<file path="src/rtl/ram_arb_pkg.sv">
// Shared constants for the two-requester 16x4 RAM arbiter.
// Owner encoding, burst counter width and the saturating burst increment live here.
package ram_arb_pkg;

    localparam int unsigned ADDR_W_DEF = 4;
    localparam int unsigned DATA_W_DEF = 4;
    localparam int unsigned NUM_REQ    = 2;
    localparam int unsigned BURST_W    = 4;

    localparam logic [1:0] OWN_NONE = 2'b00;
    localparam logic [1:0] OWN_R0   = 2'b01;
    localparam logic [1:0] OWN_R1   = 2'b10;

    function automatic logic [BURST_W-1:0] burst_inc(input logic [BURST_W-1:0] cnt,
                                                     input logic [BURST_W-1:0] max_cnt);
        return (cnt >= max_cnt) ? cnt : cnt + 1'b1;
    endfunction

endpackage

</file>
<file path="src/rtl/ram16x4.sv">
// Single-port RAM: synchronous write, asynchronous read, contents not reset.
module ram16x4 #(
    parameter int unsigned ADDR_W = 4,
    parameter int unsigned DATA_W = 4
) (
    input  logic              clk_i,
    input  logic              we_i,
    input  logic [ADDR_W-1:0] addr_i,
    input  logic [DATA_W-1:0] wdata_i,
    output logic [DATA_W-1:0] rdata_o
);

    logic [DATA_W-1:0] mem_q [2**ADDR_W];

    always_ff @(posedge clk_i) begin
        if (we_i) begin
            mem_q[addr_i] <= wdata_i;
        end
    end

    assign rdata_o = mem_q[addr_i];

endmodule

</file>
<file path="src/rtl/ram16x4_arbiter.sv">
// Round-robin arbiter sharing one ram16x4 between two requesters, with locked bursts
// bounded by MAX_BURST and a one-cycle registered read response per requester.
module ram16x4_arbiter
    import ram_arb_pkg::*;
#(
    parameter int unsigned ADDR_W    = ADDR_W_DEF,
    parameter int unsigned DATA_W    = DATA_W_DEF,
    parameter int unsigned MAX_BURST = 4
) (
    input  logic              clk,
    input  logic              rst,
    input  logic              req0,
    input  logic              we0,
    input  logic [ADDR_W-1:0] addr0,
    input  logic [DATA_W-1:0] wdata0,
    input  logic              lock0,
    output logic              gnt0,
    output logic              rvalid0,
    output logic [DATA_W-1:0] rdata0,
    input  logic              req1,
    input  logic              we1,
    input  logic [ADDR_W-1:0] addr1,
    input  logic [DATA_W-1:0] wdata1,
    input  logic              lock1,
    output logic              gnt1,
    output logic              rvalid1,
    output logic [DATA_W-1:0] rdata1
);

    localparam logic [BURST_W-1:0] MaxCnt = BURST_W'(MAX_BURST);

    logic [NUM_REQ-1:0] gnt;
    logic               forced;
    logic               prio_q, prio_d;
    logic [1:0]         owner_q, owner_d;
    logic [BURST_W-1:0] burst_cnt_q, burst_cnt_d;
    logic [ADDR_W-1:0]  addr_q, addr_d;
    logic               ram_we;
    logic [DATA_W-1:0]  ram_wdata, ram_rdata;
    logic               rvalid0_q, rvalid0_d, rvalid1_q, rvalid1_d;
    logic [DATA_W-1:0]  rdata0_q, rdata0_d, rdata1_q, rdata1_d;

    // Owner keeps the port below the burst limit, or at the limit while the other side is idle;
    // at the limit with the other side waiting, the other side is forced in.
    always_comb begin
        gnt    = '0;
        forced = 1'b0;
        if (owner_q == OWN_R0 && req0 && (burst_cnt_q < MaxCnt || !req1)) begin
            gnt[0] = 1'b1;
        end else if (owner_q == OWN_R1 && req1 && (burst_cnt_q < MaxCnt || !req0)) begin
            gnt[1] = 1'b1;
        end else if (owner_q == OWN_R0 && req0) begin
            gnt[1] = 1'b1;
            forced = 1'b1;
        end else if (owner_q == OWN_R1 && req1) begin
            gnt[0] = 1'b1;
            forced = 1'b1;
        end else if (req0 && req1) begin
            gnt[0] = !prio_q;
            gnt[1] = prio_q;
        end else begin
            gnt[0] = req0;
            gnt[1] = req1;
        end
    end

    // Without a grant the owner (if any) has dropped its request, so ownership always clears.
    always_comb begin
        prio_d      = prio_q;
        owner_d     = OWN_NONE;
        burst_cnt_d = '0;
        if (gnt[0]) begin
            prio_d = 1'b1;
            if (lock0 && !forced) begin
                owner_d     = OWN_R0;
                burst_cnt_d = (owner_q == OWN_R0) ? burst_inc(burst_cnt_q, MaxCnt)
                                                  : BURST_W'(1);
            end
        end else if (gnt[1]) begin
            prio_d = 1'b0;
            if (lock1 && !forced) begin
                owner_d     = OWN_R1;
                burst_cnt_d = (owner_q == OWN_R1) ? burst_inc(burst_cnt_q, MaxCnt)
                                                  : BURST_W'(1);
            end
        end
    end

    always_comb begin
        addr_d    = gnt[1] ? addr1 : (gnt[0] ? addr0 : addr_q);
        ram_wdata = gnt[1] ? wdata1 : wdata0;
        ram_we    = !rst && ((gnt[0] && we0) || (gnt[1] && we1));
        rvalid0_d = gnt[0] && !we0;
        rvalid1_d = gnt[1] && !we1;
        rdata0_d  = rvalid0_d ? ram_rdata : rdata0_q;
        rdata1_d  = rvalid1_d ? ram_rdata : rdata1_q;
    end

    always_ff @(posedge clk or posedge rst) begin
        if (rst) begin
            prio_q      <= 1'b0;
            owner_q     <= OWN_NONE;
            burst_cnt_q <= '0;
            addr_q      <= '0;
            rvalid0_q   <= 1'b0;
            rvalid1_q   <= 1'b0;
            rdata0_q    <= '0;
            rdata1_q    <= '0;
        end else begin
            prio_q      <= prio_d;
            owner_q     <= owner_d;
            burst_cnt_q <= burst_cnt_d;
            addr_q      <= addr_d;
            rvalid0_q   <= rvalid0_d;
            rvalid1_q   <= rvalid1_d;
            rdata0_q    <= rdata0_d;
            rdata1_q    <= rdata1_d;
        end
    end

    assign gnt0    = gnt[0] && !rst;
    assign gnt1    = gnt[1] && !rst;
    assign rvalid0 = rvalid0_q;
    assign rvalid1 = rvalid1_q;
    assign rdata0  = rdata0_q;
    assign rdata1  = rdata1_q;

    ram16x4 #(
        .ADDR_W(ADDR_W),
        .DATA_W(DATA_W)
    ) u_ram (
        .clk_i  (clk),
        .we_i   (ram_we),
        .addr_i (addr_d),
        .wdata_i(ram_wdata),
        .rdata_o(ram_rdata)
    );

endmodule

</file>
<file path="config.mk">
export PLATFORM = sky130hd
export DESIGN_NAME = ram16x4_arbiter
export DESIGN_NICKNAME = d
export VERILOG_FILES = /design/src/rtl/ram_arb_pkg.sv /design/src/rtl/ram16x4.sv /design/src/rtl/ram16x4_arbiter.sv
export SDC_FILE = /design/constraint.sdc
export NUM_CORES = 1
export LEC_CHECK = 0
export BUFFER_PORTS_ARGS = -buffer_cell sky130_fd_sc_hd__buf_2
export CORE_ASPECT_RATIO = 2
export CORE_UTILIZATION = 41
export DETAILED_ROUTE_END_ITERATION = 16
export GPL_TIMING_DRIVEN = 0
export PLACE_DENSITY = 0.65
export SETUP_SLACK_MARGIN = 0.1
export SLEW_MARGIN = 20
export SYNTH_ARGS = -nofsm -noshare
export SYNTH_HDL_FRONTEND = slang
export SYNTH_SLANG_ARGS = --single-unit
</file>
<file path="constraint.sdc">
create_clock -name clk -period 2.5 [get_ports clk]
set_input_delay 0.125 -clock clk [delete_from_list [all_inputs] [get_ports clk]]
set_output_delay 0.125 -clock clk [all_outputs]
set_load 0.01 [all_outputs]
</file>
==> results by group <==
Place
  – Placed Cells incl. Taps: ~500
  – Global placement routability congestion: 0.907
  – Hpwl dp: slightly above 8000 µm
  – PortBufs: 33

STA
  – Final min period: ~2600 ps
  – RSZ-0062 raised after global routing: yes
  – Least-Margin Pin Slew: around 850 ps
  – Max Fclk: 379 MHz
  – Final hold violations: 0
  – Fin worst setup slack: -137 ps
  – Period Utilization, post-route: 105%
  – Max Slew Vio Count: 0
  – Setup TNS: -1590 ps
  – Clk_skew: between 5 and 6 ps
  – Final worst hold slack: 4.25 ps
  – Setup-failing EPs final: 24
  – Rel. slew slack: approximately 43%

Worst setup path
  – Crit path launch type: flip-flop
  – CP max-delay cell: nor4_2
  – Slowest stage delay, CP: approximately 510 ps
  – WP data required: roughly 2800 ps
  – Origin of the critical flop-to-flop path: owner_q[0]
  – CP dominant cell by count: buf_6
  – Reg2reg end: rdata0[3]
  – Crit path buf inv count: 3
  – Crit-path cells: and3b_1 > buf_6 > a21o_1 > buf_6 > buf_4 > nor4_2 > o21ai_0 > nand3_1 > a32oi_2 > a31oi_1
  – Crit path max-delay family: simple AND/OR/NAND/NOR gates
  – Worst reg2reg setup slack: -140 ps
  – Crit Path Max Fanout: 8
  – CP arrival: roughly 2900 ps
  – Worst Setup End Kind: flip-flop
  – Worst Reg-to-Reg Cells: 10
  – Setup CP Type: flip-flop to flip-flop

Drt
  – Detailed Route WL: ~12000 µm
  – Avg WL per Cell: between 20 and 25 µm
  – Drc violations: 0
  – Iter 0 DRT Violations: around 230
  – Drt first pass iters: 5
  – Routed vias: approximately 3200
  – Mean number of vias per cell: 5.94
  – Post-DRT Antenna Nets: 0

Layout
  – Nets: 431
  – Share of layout cells above drive strength 1: approximately two fifths
  – Syn-to-layout area delta: 30.6%
  – Non-Filler Instances: roughly 540
  – Antenna Cells: 0
  – FILL cells: 800

Yosys
  – Syn nets: about 360
  – Yosys cell types: 55
  – Synth Register Bits: 85
  – Gate Count Post-Synth: around 340
  – Avg Inst Size Synth: between 10 and 15 µm²
  – Most used flip-flop cell after synthesis: edfxtp_1
  – Syn Std Cell Area: roughly 4100 µm²
  – Async set-or-reset flop fraction in the synthesized netlist: between 20% and 30%
  – Register area share after synthesis: a little under 60%
  – Post-synth EDFFs: between 60 and 70
  – YS warnings: 0

Floorplanning
  – Row count: between 50 and 60
  – Chip Height: about 140 µm
  – Die Width: 73.1 µm
  – I/O pin total: 36
  – Initial core utilization: ~42%
  – Core Area: 9760 µm²
  – Die area: between 10000 and 15000 µm²

Pwr
  – Power Density: roughly 820 nW/µm²
  – Total power: 4.46 mW
  – LEAKAGE: 1.90 nW
  – VDD IR-drop max: 0.349 mV

Status
  – Failing checks: negative setup slack
  – Outcome: finished, violations left

Clocking
  – Clock slew at reported path FFs: roughly 60 ps
  – H-tree levels: 3
  – CTS sink count: 85
  – CTS buffer count: 9
  – Clk Latency, worst-skew pair: 340 ps
  – Root Driver: clkbuf_16
  – CTS tree: done
  – Clock Tree Buf Depth: 2

Global routing
  – Largest net degree at the start of global routing: 22
  – Vias in the first global route: 3414
  – Gr usage total: between 20% and 30%
  – First-pass GRT wire length: about 18000 µm
  – Gr ovfl total: 0
  – Initial antenna violation count: 0

Worst hold path
  – Hold Path Class: input port to async pin

Run
  – Maxcap violations: 0
-- worst register-to-register path, stage by stage (launching register included) --
cell and delay, ps:
dfrtp_1 420, and3b_1 230, buf_6 140, a21o_1 160
buf_6 140, buf_4 140, nor4_2 510, o21ai_0 250
nand3_1 240, a32oi_2 130, a31oi_1 210
-- layer usage --
layer | global-route usage [%] | share of wire [%] | up-vias
met5 | 0 | 0 | -
met4 | 23.2 | 6.7 | 0
met3 | 5.44 | 5.1 | 41
met2 | 42.1 | 55 | 146
met1 | 21.8 | 34 | 1583
li1 | - | - | 1458
-- logic make-up (layout without fill, tap and decap cells) --
| family | count (synthesis) | after routing | share of synthesized area [%] |
|---|---|---|---|
| xor+xnor | 1 | 1 | 0.211 |
| buf+inv | 31 | 105 | 4.05 |
| mux | 14 | 14 | 5.95 |
| fa+ha+maj | 1 | 1 | 0.302 |
| compound gates | 99 | 99 | 17.6 |
| simple gates | 106 | 106 | 12.9 |
| flops | 85 | 85 | 59.1 |
-- power breakdown --
group | switching [mW] | leakage, nW | internal [mW]
registers | 0.0693 | 0.827 | 1.68
clock network | 0.546 | 0.136 | 0.781
logic | 0.848 | 0.940 | 0.540
-- per-stage QoR --
| stage | instance area [µm²] | setup WS [ps] | util [%] |
|---|---|---|---|
| after floorplan | 4140 | 176 | - |
| after global placement | 4470 | -606 | 45.8 |
| after detailed placement | 4470 | -670 | 45.8 |
| after CTS | 5260 | -161 | 53.9 |
| after global routing | 5410 | -231 | 55.4 |
| final | 5410 | -137 | 55.4 |
-- worst max path at each step --
| stage | startpoint | to | slack [ps] | cells past startpoint |
|---|---|---|---|---|
| after floorplan | owner_q[0] | u_ram.mem_q[0][0] | 180 | 10 |
| after global placement | burst_cnt_q[3] | u_ram.mem_q[15][0] | -610 | 7 |
| after detailed placement | burst_cnt_q[3] | u_ram.mem_q[15][1] | -670 | 7 |
| after CTS | owner_q[0] | rdata1[0] | -160 | 11 |
| after global routing | owner_q[0] | rdata0[3] | -230 | 10 |
| final | owner_q[0] | rdata0[3] | -140 | 10 |
-- synth_stat cells (all sizes together), types with 5 or more instances --
cell type | number | share of area, %
a21oi | 5 | 0.69
dfrtp | 21 | 13
a32oi | 9 | 1.9
nor3 | 11 | 1.3
buf | 13 | 2.4
nand2 | 13 | 1.2
o21ai | 31 | 3.9
nand3 | 14 | 1.7
nor2b | 5 | 0.75
inv | 16 | 1.4
nor3b | 8 | 1.4
a211o | 8 | 1.7
edfxtp | 64 | 46
mux4 | 8 | 4.3
a31oi | 12 | 1.8
o211ai | 9 | 1.6
a222oi | 8 | 1.9
nor2 | 39 | 3.7
mux2 | 5 | 1.4
-- final cells by class --
type                            instances  area, µm²  share of cell area, %
Buffer                                 15        124                   2.29
Clock buffer                           10        229                   4.23
Clock inverter                          6       70.1                   1.30
Inverter                               16       63.8                   1.18
Multi-Input combinational cell        221       1930                   35.8
Sequential cell                        85       2450                   45.3
Tap cell                              132        165                   3.05
Timing Repair Buffer                   58        374                   6.91
-- repair_timing --
item | in CTS | in global routing
pin swaps | 21 | 16
hold buffers | 0 | 0
setup endpoints to repair | 136 | 79
setup buffers | 17 | 6
endpoints found under the hold margin | 0 | 0
gates resized for setup | 73 | 22
gates cloned | 2 | 0
-- flip-flops by register name (all words and copies together) (netlist names) --
signal / cells
rvalid1: 1
burst_cnt_q: 4
rvalid0: 1
u_ram.mem_q: 64
owner_q: 2
rdata1: 4
prio_q: 1
rdata0: 4
addr_q: 4
-- layout by cell type, fill, tap and decap left out, types with 3 or more instances in the layout --
cell        synthesis  layout
nand3_4             0       3
buf_6               5       6
o21ai_0            26      23
edfxtp_1           64      64
buf_4               2      25
mux2_4              0       4
o211ai_1            9       9
dfrtp_1            21      19
nor2_1             38      21
a222oi_1            8       8
nand3_1            14       9
a31oi_1            12      11
nor3b_1             8       8
nor3_1             11       9
buf_2               5      37
mux4_2              8       8
a211o_1             8       8
a32oi_2             0       5
nor2_4              1      18
nor2b_1             5       3
o21ai_4             0       3
nand2_1            13      13
clkbuf_16           0       9
o21ai_2             2       4
clkinvlp_4          0       4
a32oi_4             0       3
inv_1              15      14
a21oi_1             4       3
Power figures use the tool's default switching activity.
